<file path="src/rtl/gcn_pkg.sv">
// rtl/gcn_pkg.sv - shared state/error types and defaults for the GCN layer sequencer
package gcn_pkg;

    localparam int DEF_FEATURE_ROWS      = 6;
    localparam int DEF_MAX_ADDRESS_WIDTH = 2;

    typedef enum logic [2:0] {
        IDLE,
        CLEAR,
        RUN,
        SET,
        CAPT,
        OUT,
        DONE,
        ERROR
    } seq_state_t;

    typedef enum logic [1:0] {
        ERR_NONE,
        ERR_TIMEOUT,
        ERR_PROTO
    } err_cause_t;

    function automatic logic [31:0] sat_inc32(input logic [31:0] v);
        return (v == 32'hFFFF_FFFF) ? v : v + 32'd1;
    endfunction

endpackage

</file>
<file path="src/rtl/gcn_watchdog.sv">
// rtl/gcn_watchdog.sv - RUN-phase cycle watchdog; expired flags the TIMEOUT_CYCLES-th enabled cycle
module gcn_watchdog #(
    parameter int TIMEOUT_CYCLES = 4096,
    parameter int TIMEOUT_WIDTH  = $clog2(TIMEOUT_CYCLES + 1)
) (
    input  logic clk,
    input  logic reset,
    input  logic clear,
    input  logic enable,
    output logic expired
);

    logic [TIMEOUT_WIDTH-1:0] count;

    // count holds the number of enabled cycles already completed
    assign expired = enable && (count == TIMEOUT_WIDTH'(TIMEOUT_CYCLES - 1));

    always_ff @(posedge clk or negedge reset) begin
        if (!reset) begin
            count <= '0;
        end else if (clear) begin
            count <= '0;
        end else if (enable && !expired) begin
            count <= count + 1'b1;
        end
    end

endmodule

</file>
<file path="src/rtl/gcn_layer_sequencer.sv">
// rtl/gcn_layer_sequencer.sv - one GCN layer pass: clear, run with watchdog, stream per-node argmax
// Optional GCN_SEQ_PERF_EN adds perf_cycles (RUN cycle count of the last pass).
module gcn_layer_sequencer
    import gcn_pkg::*;
#(
    parameter int FEATURE_ROWS          = DEF_FEATURE_ROWS,
    parameter int MAX_ADDRESS_WIDTH     = DEF_MAX_ADDRESS_WIDTH,
    parameter int COUNTER_FEATURE_WIDTH = $clog2(FEATURE_ROWS),
    parameter int CLEAR_CYCLES          = 2,
    parameter int TIMEOUT_CYCLES        = 4096,
    parameter int TIMEOUT_WIDTH         = $clog2(TIMEOUT_CYCLES + 1)
) (
    input  logic                                      clk,
    input  logic                                      reset,
    input  logic                                      go,
    output logic                                      busy,
    output logic                                      done,
    output logic                                      error,
    output logic                                      dp_reset,
    output logic                                      dp_start,
    input  logic                                      done_trans,
    input  logic                                      done_comb,
    output logic [COUNTER_FEATURE_WIDTH-1:0]          row_select,
    input  logic [FEATURE_ROWS*MAX_ADDRESS_WIDTH-1:0] max_addi_answer,
    output logic                                      result_valid,
    input  logic                                      result_ready,
    output logic [COUNTER_FEATURE_WIDTH-1:0]          result_row,
`ifdef GCN_SEQ_PERF_EN
    output logic [MAX_ADDRESS_WIDTH-1:0]              result_class,
    output logic [31:0]                               perf_cycles
`else
    output logic [MAX_ADDRESS_WIDTH-1:0]              result_class
`endif
);

    localparam int CLR_W = $clog2(CLEAR_CYCLES + 1);
    localparam logic [COUNTER_FEATURE_WIDTH-1:0] LAST_ROW = COUNTER_FEATURE_WIDTH'(FEATURE_ROWS - 1);

    seq_state_t                       state, state_nxt;
    err_cause_t                       err_cause;
    logic [CLR_W-1:0]                 clr_cnt;
    logic [COUNTER_FEATURE_WIDTH-1:0] row;
    logic                             trans_seen;
    logic                             go_accept;
    logic                             wd_expired;
    logic                             proto_err;
    logic [MAX_ADDRESS_WIDTH-1:0]     answer [FEATURE_ROWS];

    always_comb begin
        for (int r = 0; r < FEATURE_ROWS; r++) begin
            answer[r] = max_addi_answer[r*MAX_ADDRESS_WIDTH +: MAX_ADDRESS_WIDTH];
        end
    end

    gcn_watchdog #(
        .TIMEOUT_CYCLES (TIMEOUT_CYCLES),
        .TIMEOUT_WIDTH  (TIMEOUT_WIDTH)
    ) u_watchdog (
        .clk     (clk),
        .reset   (reset),
        .clear   (state != RUN),
        .enable  (state == RUN),
        .expired (wd_expired)
    );

    assign go_accept = go && (state == IDLE || state == DONE || state == ERROR);
    // done_trans in the same cycle as done_comb counts as having seen it
    assign proto_err = (state == RUN) && done_comb && !(trans_seen || done_trans);

    assign busy         = (state != IDLE) && (state != ERROR);
    assign done         = (state == DONE);
    assign error        = (err_cause != ERR_NONE);
    assign dp_start     = (state == RUN);
    assign dp_reset     = (state == IDLE) || (state == CLEAR) || (state == ERROR);
    assign result_valid = (state == OUT);
    assign row_select   = (state == SET || state == CAPT || state == OUT) ? row : '0;

    always_comb begin
        state_nxt = state;
        case (state)
            IDLE:  if (go_accept) state_nxt = CLEAR;
            CLEAR: if (clr_cnt == CLR_W'(CLEAR_CYCLES - 1)) state_nxt = RUN;
            RUN: begin
                if (done_comb) begin
                    state_nxt = proto_err ? ERROR : SET;
                end else if (wd_expired) begin
                    state_nxt = ERROR;
                end
            end
            SET:   state_nxt = CAPT;
            CAPT:  state_nxt = OUT;
            OUT:   if (result_ready) state_nxt = (row == LAST_ROW) ? DONE : SET;
            DONE:  state_nxt = go_accept ? CLEAR : IDLE;
            ERROR: if (go_accept) state_nxt = CLEAR;
            default: state_nxt = IDLE;
        endcase
    end

    always_ff @(posedge clk or negedge reset) begin
        if (!reset) begin
            state        <= IDLE;
            err_cause    <= ERR_NONE;
            clr_cnt      <= '0;
            row          <= '0;
            trans_seen   <= 1'b0;
            result_row   <= '0;
            result_class <= '0;
        end else begin
            state   <= state_nxt;
            clr_cnt <= (state == CLEAR) ? clr_cnt + 1'b1 : '0;

            if (state == RUN) begin
                trans_seen <= trans_seen || done_trans;
            end else begin
                trans_seen <= 1'b0;
            end

            if (state == RUN) begin
                row <= '0;
            end else if (state == OUT && result_ready && row != LAST_ROW) begin
                row <= row + 1'b1;
            end

            if (state == CAPT) begin
                result_row   <= row;
                result_class <= answer[row];
            end

            if (go_accept) begin
                err_cause <= ERR_NONE;
            end else if (proto_err) begin
                err_cause <= ERR_PROTO;
            end else if (state == RUN && !done_comb && wd_expired) begin
                err_cause <= ERR_TIMEOUT;
            end
        end
    end

`ifdef GCN_SEQ_PERF_EN
    logic [31:0] run_cnt;

    always_ff @(posedge clk or negedge reset) begin
        if (!reset) begin
            run_cnt     <= '0;
            perf_cycles <= '0;
        end else begin
            run_cnt <= (state == RUN) ? sat_inc32(run_cnt) : '0;
            if (state == RUN && state_nxt != RUN) begin
                perf_cycles <= sat_inc32(run_cnt);
            end
        end
    end
`endif

endmodule

</file>
<file path="config.mk">
export PLATFORM = sky130hd
export DESIGN_NAME = gcn_layer_sequencer
export DESIGN_NICKNAME = d
export VERILOG_FILES = /design/src/rtl/gcn_pkg.sv /design/src/rtl/gcn_watchdog.sv /design/src/rtl/gcn_layer_sequencer.sv
export SDC_FILE = /design/constraint.sdc
export NUM_CORES = 1
export LEC_CHECK = 0
export ABC_AREA = 1
export CORE_ASPECT_RATIO = 0.75
export CORE_MARGIN = 8
export CORE_UTILIZATION = 48
export DETAILED_ROUTE_END_ITERATION = 8
export PLACE_DENSITY = 0.76
export SLEW_MARGIN = 10
export SYNTH_ARGS = -nofsm -noshare
export SYNTH_HDL_FRONTEND = slang
export SYNTH_HIERARCHICAL = 1
export SYNTH_SLANG_ARGS = --single-unit
</file>
<file path="constraint.sdc">
create_clock -name clk -period 1.7 [get_ports clk]
set_clock_uncertainty 0.2 [all_clocks]
set_input_delay 0.17 -clock clk [delete_from_list [all_inputs] [get_ports clk]]
set_output_delay 0.17 -clock clk [all_outputs]
set_load 0.05 [all_outputs]
</file>
==> results.ini, run 1 <==
[power]
vdd.ir_drop.worst_uv = 1080
power_density_mw_per_mm2 = 1580
pwr-share-seq_pct = 19.9
switching_power_uw = 2330
p_comb_share_pct = 64.6
swShare_pct = 46.1
p_int_uw = 2720
leakage_uw = 0.00157
clkPwrFrac_pct = 15.5

[placement]
dpl_worst_slack_ns = -0.116
placed_area_mm2 = 0.00258
place.detailed.hpwl_um = 3910
place.gp.congestion = 0.860
portBuffers = 31

[drt]
drtAntennaViolNets = 0
drc = 0
routed_wl_um = 7380
route.vias.total = 2381
first_pass_iters = 5
routed_via_density = 5.64
wl_per_cell_um = 17.5
drtIter0Drc = 321

[synthesis]
synth_most_common_cell = nand2_1
synth_edf_count = 0
ys.flop_type = dfrtp_1
synth_top_area_share_pct = 38.0
synthArstFlopShare_pct = 100
syn_inst = 277
ys_top_cells_by_area = dfrtp_1, nand2_1, nand3_1, nor2_1, inv_1
yosys-top-cells-count = nand2_1, nor2_1, nand3_1, inv_1, dfrtp_1
synth_warnings = 6
syn-num-nets = 299
yosysTopAreaCell = dfrtp_1
synth_area_mm2 = 0.00191
avgSynthCellArea_um2 = 6.89
ys_types = 25
synth-seq-area-share_pct = 38.0
ys_seq_elements = 29

[min_path]
min_path_type = in2async

[timing]
timing.hold.ws_ns = 0.0587
max_slew.worst_pin.slew_ns = 0.384
slew_violations = 0
max_freq_mhz = 524
setup_viol = 25
fin_crit_sh_pct = 112
tns_ns = -2.49
min_period_ns = 1.91
fin_ws_ns = -0.210
finalHoldViolCount = 0
rsz0062_at_grt = yes
relSlewSlack_pct = 74.4

[die]
start_util_pct = 48.6
rows = 20
die_h_um = 70.6
coreArea_mm2 = 0.00393
dieArea_mm2 = 0.00627
fp.dieW_um = 88.8
io_pins = 32

[clock_network]
cts_root_buf = clkbuf_8
cts_max_level = 2
clk_latency_ns = 0.30
cts_tree = done
cts_made_buffers = 5
cts_buffer_depth = 2
cts.sinks = 29
clk_pin_slew_ns = 0.08

[status]
status = finished with violations
violations = setup timing

[worst_setup_path]
reg2regPathDepth = 11
start_kind = register
cp-end-kind = primary output
cp.arrival_ns = 1.54
crit_required_ns = 1.33
critical_path_class = reg2out
crit_fanout = 5

[finish]
n_antenna_cell = 0
fillers = 227
layout-drive-gt1-share_pct = 41.7
final_nets = 388
fin_util_pct = 81.4
finalInstanceArea_mm2 = 0.00320
syn_to_final_growth_pct = 67.4

[global_route]
gr-total-overflow = 0
gr-usage-all-layers_pct = 18.8
grt_pass1_wl_um = 9310
grt_pass1_vias = 2069
antenna_found_initial = 0
grt_max_degree = 30

[job]
drv_cap = 0

## registers in the layout, indices dropped and copies added (netlist names)
register / cells
trans_seen: 1
u_watchdog/count: 13
state: 3
err_cause: 2
row: 3
result_class: 2
result_row: 3
clr_cnt: 2
## power by group through the flow
stage / Sequential [uW] / Combinational [uW] / Clock, uW
floorplan: 1160 / 1310 / 0
global placement: 971 / 2340 / 0
detailed placement: 980 / 2380 / 0
CTS: 977 / 2670 / 765
global route: 1020 / 3410 / 804
finish: 1010 / 3260 / 782
## final timing paths
kind,from,end,slack (ns)
worst max-delay path,state[1],row_select[2],-0.21
worst min register to register,clr_cnt[0],clr_cnt[0],0.24
min in group clk,clr_cnt[0],clr_cnt[0],0.24
worst min-delay path,reset,err_cause[1],0.06
max in group asynchronous,reset,state[1],0.94
worst max register to register,state[1],state[2],-0.21
## layer usage
| metal | routed length [um] | GRT usage [%] | share of wire (%) |
|---|---|---|---|
| met2 | 3610 | 29.4 | 49 |
| met1 | 2820 | 24.1 | 38 |
| met4 | 339 | 8.60 | 4.6 |
| met3 | 612 | 3.70 | 8.3 |
| met5 | 0 | 0 | 0 |
## layout make-up
| cell class | instances | area, um2 | share of cell area (%) |
|---|---|---|---|
| Tap cell | 55 | 68.8 | 2.15 |
| Clock inverter | 1 | 30.0 | 0.939 |
| Inverter | 35 | 139 | 4.34 |
| Sequential cell | 29 | 728 | 22.8 |
| Clock buffer | 7 | 86.3 | 2.70 |
| Timing Repair Buffer | 89 | 897 | 28.1 |
| Multi-Input combinational cell | 206 | 1250 | 39.0 |
## what timing repair did
action / 4_1_cts / 5_1_grt
hold buffers: 0 / 0
hold endpoints to repair: 0 / 0
buffers inserted: 14 / 14
pin swaps: 10 / 18
resized for setup: 21 / 64
endpoints found under the setup margin: 18 / 25
## critical path, cell delays in order, from the launching register on
cell     delay (ns)
dfrtp_2        0.46
buf_4          0.16
nor2_4         0.10
nand2_4        0.07
inv_4          0.06
nor2_4         0.04
nand2_4        0.07
nand2_2        0.06
inv_2          0.08
buf_12         0.13
## cell usage in the layout (no fill, tap or decap), drive strengths merged, types with 2 or more instances in the layout
| cell | Yosys | routed |
|---|---|---|
| a21oi | 8 | 8 |
| o21ai | 12 | 12 |
| inv | 34 | 35 |
| dfrtp | 29 | 29 |
| nand4 | 3 | 3 |
| nand2 | 82 | 82 |
| nand3 | 35 | 35 |
| ha | 4 | 4 |
| o211ai | 4 | 4 |
| nor2 | 47 | 47 |
| or2 | 5 | 5 |
| xor2 | 2 | 2 |
| buf | 7 | 72 |
| nor3 | 3 | 3 |
| clkdlybuf4s50 | 0 | 17 |
| clkbuf | 0 | 7 |
## metrics by stage
| stage | total power [uW] | std cells |
|---|---|---|
| floorplan | 2470 | 277 |
| global placement | 3310 | 387 |
| detailed placement | 3360 | 387 |
| CTS | 4410 | 408 |
| global route | 5240 | 422 |
| finish | 5040 | 422 |
## cells by family (layout without fill, tap and decap cells)
group	after synthesis	in the layout	synth area share (%)
flip-flops	29	29	38.0
AND/OR/NAND/NOR	175	175	40.9
adder cells (fa/ha/maj)	4	4	2.62
AO/OA/AOI/OAI	25	25	7.73
XOR/XNOR	2	2	0.918
buffers and inverters	42	132	9.83
Note: power is estimated with default switching activity, not from simulation.
==> run 2, diff against run 1 <==
--- a/config.mk
+++ b/config.mk
@@ -8,9 +8,10 @@
 export ABC_AREA = 1
 export CORE_ASPECT_RATIO = 0.75
 export CORE_MARGIN = 8
-export CORE_UTILIZATION = 48
+export CORE_UTILIZATION = 54
 export DETAILED_ROUTE_END_ITERATION = 8
-export PLACE_DENSITY = 0.76
+export PLACE_DENSITY = 0.81
+export REMOVE_ABC_BUFFERS = 1
 export SLEW_MARGIN = 10
 export SYNTH_ARGS = -nofsm -noshare
 export SYNTH_HDL_FRONTEND = slang
==> constraint.sdc (replaced) <==
create_clock -name clk -period 2.3 [get_ports clk]
set_clock_uncertainty 0.2 [all_clocks]
set_input_delay 0.23 -clock clk [delete_from_list [all_inputs] [get_ports clk]]
set_output_delay 0.23 -clock clk [all_outputs]
set_load 0.05 [all_outputs]
==> results.ini, run 2 (synthesis gave the netlist of run 1 again) <==
[power]
p_comb_share_pct = 54.7  ; was 64.6%
leakage_uw = 0.00123  ; was 0.00157 uW
swShare_pct = 49.1  ; was 46.1%
p_int_uw = 1360  ; was 2720 uW
clkPwrFrac_pct = 15.7  ; was 15.5%
vdd.ir_drop.worst_uv = 832  ; was 1080 uV
power_density_mw_per_mm2 = 1120  ; was 1580 mW/mm2
switching_power_uw = 1310  ; was 2330 uW
pwr-share-seq_pct = 29.6  ; was 19.9%

[clock_network]
clk_pin_slew_ns = 0.06  ; was 0.08 ns
postCtsHoldBufs = 0  ; unchanged
post_cts_resize_count = 0  ; was 21
cts_root_buf = clkbuf_8  ; unchanged
postCtsSetupBuffers = 0  ; was 14
cts_made_buffers = 5  ; unchanged
clk_latency_ns = 0.28  ; was 0.30 ns
cts.sinks = 29  ; unchanged
cts_max_level = 2  ; unchanged
cts_buffer_depth = 2  ; unchanged
cts_tree = done  ; unchanged

[finish]
layout-drive-gt1-share_pct = 11.4  ; was 41.7%
n_antenna_cell = 0  ; unchanged
largest_register = u_watchdog/count  ; unchanged
finalInstanceArea_mm2 = 0.00239  ; was 0.00320 mm2
fillers = 275  ; was 227
syn_to_final_growth_pct = 25.0  ; was 67.4%
layout_commonest_cell = nand2_1  ; unchanged
ff_latch_area_um2 = 726  ; was 728 um2
mostFrequentLayoutCells = nand2_1, nor2_1, nand3_1, inv_1, dfrtp_1  ; was nand2_1, buf_4, nor2_1, dfrtp_1, inv_1
final_nets = 337  ; was 388
largest_reg_flops = 13  ; unchanged
multiInputGateArea_mm2 = 0.00100  ; was 0.00125 mm2

[die]
rows = 18  ; was 20
fp.dieW_um = 84.7  ; was 88.8 um
start_util_pct = 57.3  ; was 48.6%
dieArea_mm2 = 0.00571  ; was 0.00627 mm2
io_pins = 32  ; unchanged
die_h_um = 67.5  ; was 70.6 um
coreArea_mm2 = 0.00333  ; was 0.00393 mm2

[global_route]
antenna_found_initial = 0  ; unchanged
grt_max_degree = 30  ; unchanged
gr-total-overflow = 0  ; unchanged
gr-usage-all-layers_pct = 17.9  ; was 18.8%
grt_pass1_vias = 1742  ; was 2069
grt_pass1_wl_um = 8050  ; was 9310 um

[worst_setup_path]
cp-end-kind = primary output  ; unchanged
start_kind = register  ; unchanged
cp.arrival_ns = 1.68  ; was 1.54 ns
crit_required_ns = 1.87  ; was 1.33 ns
critical_path_class = reg2out  ; unchanged
crit_fanout = 9  ; was 5
cp-startpoint = state[0]  ; was state[1]
reg2reg_from = u_watchdog/count[0]  ; was state[1]

[timing]
min_period_ns = 2.11
max_slew.worst_pin.slew_ns = 0.533  ; was 0.384 ns
slew_violations = 0  ; unchanged
fin_crit_sh_pct = 91.5
setup_viol = 0  ; was 25
relSlewSlack_pct = 64.3  ; was 74.4%
finalHoldViolCount = 0  ; unchanged
max_freq_mhz = 475
tns_ns = 0  ; was -2.49 ns

[job]
drv_cap = 0  ; unchanged

[drt]
drc = 0  ; unchanged
routed_wl_um = 4700  ; was 7380 um
drtAntennaViolNets = 0  ; unchanged
route.vias.total = 1893  ; was 2381
routed_via_density = 5.33  ; was 5.64
wl_per_cell_um = 13.3  ; was 17.5 um
drtIter0Drc = 146  ; was 321
first_pass_iters = 4  ; was 5

[status]
status = finished clean  ; was finished with violations

[placement]
placed_area_mm2 = 0.00230  ; was 0.00258 mm2
portBuffers = 31  ; unchanged
place.detailed.hpwl_um = 3530  ; was 3910 um
place.gp.congestion = 0.883  ; was 0.860

[min_path]
min_path_type = in2async  ; unchanged

## run 2: path summary, 6_finish.rpt
check,cells past startpoint,end,slack [ns]
max,8,row_select[0],0.19
min,2,result_row[2],0.12
max reg2reg,11,state[1],0.25
min reg2reg,1,clr_cnt[0],0.25
max in group asynchronous,2,u_watchdog/count[5],1.50
min in group clk,1,clr_cnt[0],0.25
## run 2: worst max-delay path, stage by stage, from the launching register on
cell     delay (ns)
dfrtp_1        0.61
nor2_1         0.09
nand2_1        0.11
inv_1          0.07
nor2_1         0.12
nand2_1        0.10
nand2_1        0.08
inv_1          0.07
buf_12         0.15
## run 2: power by group through the flow
stage / combinational [uW] / sequential [uW] / clock [uW]
5_1_grt: 1600 / 815 / 452
6_report: 1460 / 791 / 418
4_1_cts: 1460 / 788 / 433
3_3_place_gp: 1410 / 790 / 0
2_1_floorplan: 811 / 911 / 0
3_5_place_dp: 1450 / 793 / 0
## run 2: metrics by stage
step / utilization [%] / instances / hold slack, ns / total power [uW] / setup WS [ns]
after global placement: 68.9 / 348 / 0.226 / 2200 / 0.391
after global routing: 71.6 / 355 / 0.165 / 2870 / -0.0109
final: 71.6 / 355 / 0.124 / 2670 / 0.195
after CTS: 71.5 / 355 / 0.136 / 2680 / 0.213
after detailed placement: 68.9 / 348 / 0.235 / 2240 / 0.302
after floorplan: - / 270 / -0.266 / 1720 / 0.0256
## run 2: per-layer routing
metal	part of all wire, %	GRT usage (%)	vias to the layer above
li1	-	-	954
met1	49	23.4	859
met2	41	28.2	71
met3	8.0	4.73	9
met4	1.8	6.40	0
met5	0	0	-
## run 2: final cells by class
cell class | count | share of cell area [%]
tap | 40 | 2.10
multi-input combinational | 206 | 41.9
clock buffer | 7 | 3.62
inverter | 35 | 5.50
timing repair buffer | 38 | 16.5
sequential | 29 | 30.4
